==> src/rtl/local_threshold_packer_pkg.sv <==
// Shared constants for the local threshold packer and its centring delay line.
package local_threshold_packer_pkg;
   typedef logic [0:0] state_t;
   localparam state_t STATE_IDLE = 1'b0;
   localparam state_t STATE_RUN  = 1'b1;
   localparam int     SOF_BIT    = 8;
   localparam int     PIXEL_W    = 9;
endpackage

==> src/rtl/local_threshold_packer_pixel_delay_line.sv <==
// Depth x width shift register with enable; dout is the entry loaded DEPTH enables ago.
module pixel_delay_line
   import local_threshold_packer_pkg::*;
#(
   parameter int DEPTH = 8,
   parameter int WIDTH = PIXEL_W
) (
   input  logic             clk,
   input  logic             reset,
   input  logic             enable,
   input  logic [WIDTH-1:0] din,
   output logic [WIDTH-1:0] dout
);
   logic [WIDTH-1:0] taps_reg  [DEPTH];
   logic [WIDTH-1:0] taps_next [DEPTH];

   generate
      for (genvar gi = 0; gi < DEPTH; gi++) begin : g_tap
         if (gi == 0) begin : g_head
            assign taps_next[gi] = din;
         end else begin : g_body
            assign taps_next[gi] = taps_reg[gi-1];
         end
      end
   endgenerate

   always_ff @(posedge clk) begin
      if (reset) begin
         for (int i = 0; i < DEPTH; i++) taps_reg[i] <= '0;
      end else if (enable) begin
         for (int i = 0; i < DEPTH; i++) taps_reg[i] <= taps_next[i];
      end
   end

   assign dout = taps_reg[DEPTH-1];
endmodule

==> src/rtl/local_threshold_packer.sv <==
// Thresholds each centred pixel against its window average and packs the bits into words.
// Optional THRESHOLD_OFFSET_EN adds a threshold_offset input added to the average.
module local_threshold_packer
   import local_threshold_packer_pkg::*;
#(
   parameter int RADIUS     = 8,
   parameter int IMG_WIDTH  = 640,
   parameter int PACK_WIDTH = 8
) (
   input  logic                  clk,
   input  logic                  reset,
   input  logic [8:0]            pixel,
   input  logic                  pixel_valid,
   input  logic [7:0]            local_average,
   input  logic                  local_average_valid,
`ifdef THRESHOLD_OFFSET_EN
   input  logic [7:0]            threshold_offset,
`endif
   output logic [PACK_WIDTH-1:0] out_word,
   output logic                  out_word_valid,
   output logic                  out_sof,
   output logic                  sync_error
);
   localparam int COL_W = $clog2(IMG_WIDTH);
   localparam int POS_W = (PACK_WIDTH > 1) ? $clog2(PACK_WIDTH) : 1;
   localparam logic [COL_W-1:0] LAST_COL = COL_W'(IMG_WIDTH - 1);
   localparam logic [COL_W-1:0] EDGE_LO  = COL_W'(RADIUS);
   localparam logic [COL_W-1:0] EDGE_HI  = COL_W'(IMG_WIDTH - RADIUS);
   localparam logic [POS_W-1:0] LAST_POS = POS_W'(PACK_WIDTH - 1);

   logic                  accept, mismatch, delayed_sof, active, mid_line_sof, thr_bit;
   logic [8:0]            delayed, offset_ext, limit;
   logic [COL_W-1:0]      col_eff;
   logic [POS_W-1:0]      pos_eff;
   state_t                state_reg, state_next;
   logic [COL_W-1:0]      col_reg, col_next;
   logic [POS_W-1:0]      pos_reg, pos_next;
   logic [PACK_WIDTH-1:0] pack_reg, pack_next;
   logic                  sof_pending_reg, sof_pending_next;
   logic [PACK_WIDTH-1:0] out_word_reg, out_word_next;
   logic                  out_valid_reg, out_valid_next;
   logic                  out_sof_reg, out_sof_next;
   logic                  sync_error_reg, sync_error_next;

   assign accept   = pixel_valid && local_average_valid;
   assign mismatch = pixel_valid ^ local_average_valid;

   pixel_delay_line #(
      .DEPTH (RADIUS),
      .WIDTH (PIXEL_W)
   ) u_delay (
      .clk    (clk),
      .reset  (reset),
      .enable (accept),
      .din    (pixel),
      .dout   (delayed)
   );

`ifdef THRESHOLD_OFFSET_EN
   assign offset_ext = {1'b0, threshold_offset};
`else
   assign offset_ext = '0;
`endif

   // A delayed SOF always lands in column 0, whether it starts or restarts a frame.
   assign delayed_sof  = delayed[SOF_BIT];
   assign col_eff      = delayed_sof ? '0 : col_reg;
   assign pos_eff      = delayed_sof ? '0 : pos_reg;
   assign active       = accept && (state_reg == STATE_RUN || delayed_sof);
   assign mid_line_sof = accept && delayed_sof && state_reg == STATE_RUN && col_reg != '0;
   assign limit        = {1'b0, local_average} + offset_ext;
   assign thr_bit      = (col_eff >= EDGE_LO) && (col_eff <= EDGE_HI) &&
                         ({1'b0, delayed[7:0]} > limit);

   always_comb begin
      state_next       = state_reg;
      col_next         = col_reg;
      pos_next         = pos_reg;
      pack_next        = pack_reg;
      sof_pending_next = sof_pending_reg;
      out_word_next    = out_word_reg;
      out_valid_next   = 1'b0;
      out_sof_next     = 1'b0;
      sync_error_next  = mismatch || mid_line_sof;
      if (active) begin
         state_next          = STATE_RUN;
         pack_next           = delayed_sof ? '0 : pack_reg;
         pack_next[pos_eff]  = thr_bit;
         sof_pending_next    = sof_pending_reg || delayed_sof;
         col_next            = (col_eff == LAST_COL) ? '0 : col_eff + 1'b1;
         if (pos_eff == LAST_POS) begin
            out_word_next    = pack_next;
            out_valid_next   = 1'b1;
            out_sof_next     = sof_pending_next;
            sof_pending_next = 1'b0;
            pack_next        = '0;
            pos_next         = '0;
         end else begin
            pos_next = pos_eff + 1'b1;
         end
      end
   end

   always_ff @(posedge clk) begin
      if (reset) begin
         state_reg       <= STATE_IDLE;
         col_reg         <= '0;
         pos_reg         <= '0;
         pack_reg        <= '0;
         sof_pending_reg <= 1'b0;
         out_word_reg    <= '0;
         out_valid_reg   <= 1'b0;
         out_sof_reg     <= 1'b0;
         sync_error_reg  <= 1'b0;
      end else begin
         state_reg       <= state_next;
         col_reg         <= col_next;
         pos_reg         <= pos_next;
         pack_reg        <= pack_next;
         sof_pending_reg <= sof_pending_next;
         out_word_reg    <= out_word_next;
         out_valid_reg   <= out_valid_next;
         out_sof_reg     <= out_sof_next;
         sync_error_reg  <= sync_error_next;
      end
   end

   assign out_word       = out_word_reg;
   assign out_word_valid = out_valid_reg;
   assign out_sof        = out_sof_reg;
   assign sync_error     = sync_error_reg;
endmodule

==> config.mk <==
export PLATFORM = sky130hd
export DESIGN_NAME = local_threshold_packer
export DESIGN_NICKNAME = d
export VERILOG_FILES = /design/src/rtl/local_threshold_packer_pkg.sv /design/src/rtl/local_threshold_packer_pixel_delay_line.sv /design/src/rtl/local_threshold_packer.sv
export SDC_FILE = /design/constraint.sdc
export NUM_CORES = 1
export LEC_CHECK = 0
export BUFFER_PORTS_ARGS = -buffer_cell sky130_fd_sc_hd__buf_2
export CELL_PAD_IN_SITES_DETAIL_PLACEMENT = 2
export CELL_PAD_IN_SITES_GLOBAL_PLACEMENT = 2
export CORE_MARGIN = 2
export CORE_UTILIZATION = 37
export DETAILED_ROUTE_END_ITERATION = 8
export PLACE_DENSITY = 0.81
export SLEW_MARGIN = 10
export SYNTH_ARGS = -nofsm -noshare
export SYNTH_HDL_FRONTEND = slang
export SYNTH_SLANG_ARGS = --single-unit
==> constraint.sdc <==
create_clock -name clk -period 2.1 [get_ports clk]
set_input_delay 0.105 -clock clk [delete_from_list [all_inputs] [get_ports clk]]
set_output_delay 0.105 -clock clk [all_outputs]
set_load 0.1 [all_outputs]
==> results by group <==
Status
  – Status: finished clean

Drt
  – Post-DRT Antenna Nets: 0
  – Vias/cell: a little over 5
  – Starting DRC count in detailed routing: 201
  – Via count: 3324
  – Initial DRT Pass Iterations: 4
  – Final WL: approximately 11000 um
  – WL per Instance: 17.8 um
  – Residual DRC: 0

Synth
  – Synth Warn #: 0
  – Seq/Total Area, Yosys: 0.597
  – Cell Area, Synth: between 4000 and 5000 um2
  – Syn Nets: ~450
  – Syn Inst Count: between 400 and 500
  – Seq cells post-synth: around 110
  – Async set-or-reset flop fraction in the synthesized netlist: 0
  – Syn Area/Cell: between 10 and 15 um2
  – Top_reg_cell synth: edfxtp_1
  – Post-synth EDFFs: 72
  – Synth unique cells: 50

GRT
  – Global route total overflow: 0
  – GR met3 Demand/Resource: 0.0329
  – Largest net degree at the start of global routing: 73
  – Vias in the first global route: roughly 3700
  – Initial antenna violation count: 0
  – GR Layer Usage met2: 0.284
  – First-pass GRT wire length: 18400 um
  – GRT busiest layer: met2
  – Met1 Use GR: 0.205
  – GR Util All Layers: 0.164

Final layout
  – Fill cells: 1311
  – Sequential cell area: approximately 2800 um2
  – Fin area: 5690 um2
  – Net count, final: approximately 500
  – Fraction of layout instances using a drive strength above 1: 0.222
  – Multi-input gate area: approximately 1800 um2
  – Commonest non-fill, non-tap cell in the layout: edfxtp_1
  – Synth-to-Final Area Change: 19.4%
  – Most frequent cells in the layout: edfxtp_1, and2_1, dfxtp_1
  – Final core occ: 0.451
  – Largest register FFs: between 70 and 80
  – Number of diodes: 0

Place
  – IO Port Bufs: 31
  – Dpl ws: -0.0440 ns
  – RD Place Congestion: around 0.80
  – DP Area: 5220 um2
  – Dpl hpwl: ~7200 um

STA
  – Minimum clock period: around 2.1 ns
  – Fin. Hold Viols: 0
  – Fmax: about 0.48 GHz
  – Worst-margin pin slew: 0.687 ns
  – RSZ-0062 raised after global routing: true
  – # setup viols final: 0
  – Slew Limit Fails: 0
  – Worst Skew: about 0.011 ns
  – Setup WS post-layout: roughly 0.037 ns
  – Rel. slew slack: 0.538
  – Final period util: 0.982

Critical path
  – CP Class: reg2reg
  – R2R depth: 7
  – Flop-to-flop setup slack: 0.04 ns
  – Crit. End Element: flop
  – Worst-path fanout max: 9
  – Critical path required time: ~2.3 ns
  – CP Launch Type: flop
  – Worst Path Arrival: about 2.3 ns

Clock tree
  – Worst-Skew Late Latency: about 0.35 ns
  – Cts bufs inserted: 9
  – Clock sinks: around 110
  – Reg clk slew, reported paths: about 0.070 ns
  – Max clock buf depth: 2
  – Root buffer cell: clkbuf_16
  – Htree depth: 3
  – Clock tree from TritonCTS: yes
  – Hold Buf Count CTS: 0

Min path
  – Hold path depth: 2
  – Hold Crit Class: in2reg

Floorplanning
  – I/O pins: 32
  – # rows: ~40
  – Die height: 117 um
  – Core Region: 12600 um2
  – Starting Density: 0.377
  – DIE WIDTH: 117 um
  – Die Area: 13800 um2

Power
  – Pleak: between 0.002 and 0.0025 uW
  – Total Power: approximately 4300 uW
  – Power density over the cells: ~760 nW/um2
  – Maximum VDD drop: 0.502 mV

Flow run
  – Max-cap viol count: 0
==> routing by layer <==
metal  routed length [um]  share of wire  up-vias
li1                     -              -     1594
met1                 5090           0.45     1673
met2                 5910           0.52       46
met3                  284          0.025       11
met4                  139          0.012        0
met5                    0              0        -
==> path summary, 6_finish.rpt <==
| kind | end | start |
|---|---|---|
| worst max-delay path | pack_reg[6] | u_delay.taps_reg[1][35] |
| worst min-delay path | u_delay.taps_reg[0][8] | pixel[8] |
| worst max register to register | pack_reg[6] | u_delay.taps_reg[1][35] |
| worst min register to register | out_sof | sof_pending_reg |
==> cell usage after synthesis (2+ instances only) <==
library cell / count / share of area
edfxtp_1: 72 / 0.45
and2_1: 55 / 0.072
dfxtp_1: 34 / 0.14
a21oi_1: 24 / 0.025
nor2b_1: 22 / 0.029
o21ai_0: 22 / 0.023
nor2_1: 20 / 0.016
clkbuf_1: 18 / 0.014
nand2_1: 18 / 0.014
inv_1: 15 / 0.012
ha_1: 13 / 0.034
nor3_1: 10 / 0.011
nand3b_1: 9 / 0.014
nor4b_1: 8 / 0.015
buf_2: 7 / 0.0074
nand3_1: 7 / 0.0074
o22ai_1: 7 / 0.0092
a211oi_1: 4 / 0.0063
nand2b_1: 4 / 0.0053
o21ai_1: 4 / 0.0042
o31ai_1: 4 / 0.0063
nand4_1: 3 / 0.0039
a21o_1: 2 / 0.0032
a22oi_1: 2 / 0.0032
nor3_2: 2 / 0.0042
nor3b_1: 2 / 0.0032
nor4_1: 2 / 0.0026
o21a_1: 2 / 0.0032
o32ai_1: 2 / 0.0037
o41ai_2: 2 / 0.0068
or2_2: 2 / 0.0026
==> metrics by stage <==
step,std cells,TNS (ns),hold slack (ns)
after floorplan,417,0,0.303
after global placement,614,0,0.380
after detailed placement,614,-0.0762,0.389
after CTS,631,0,0.0184
after global routing,640,-0.402,0.0274
final,640,0,0.0323
==> repair_timing <==
action,CTS,global route
setup endpoints to repair,4,21
buffers inserted,1,8
cloned,0,1
pin swaps,1,3
resized for setup,1,26
hold endpoints to repair,0,0
==> worst max-delay path, cell delays in order (launching register included) <==
cell and delay (ns):
edfxtp_1 0.50, buf_12 0.19, buf_12 0.13, nand3b_2 0.29
o31ai_1 0.40, a211oi_2 0.15, nand3_4 0.18, o32ai_1 0.11
==> final cells by class <==
class | count | area share
tap | 172 | 0.0378
timing repair buffer | 61 | 0.0787
clock inverter | 6 | 0.00858
multi-input combinational | 270 | 0.324
inverter | 15 | 0.0108
sequential | 106 | 0.500
clock buffer | 10 | 0.0402
==> cell families (layout without fill, tap and decap cells) <==
group / count (synthesis) / after routing / share of synthesized area
AO/OA/AOI/OAI: 82 / 82 / 0.106
adder cells (fa/ha/maj): 13 / 13 / 0.0341
buffers and inverters: 41 / 92 / 0.0341
flip-flops: 106 / 106 / 0.597
AND/OR/NAND/NOR: 175 / 175 / 0.229
==> where the power goes <==
group | total, uW | switching (uW) | internal [uW] | leakage [uW]
combinational | 328 | 196 | 132 | 0.000983
clock | 1620 | 796 | 821 | 0.000138
sequential | 2360 | 30.0 | 2330 | 0.00104
total | 4310 | 1020 | 3280 | 0.00216
Note: power is estimated with default switching activity, not from simulation.
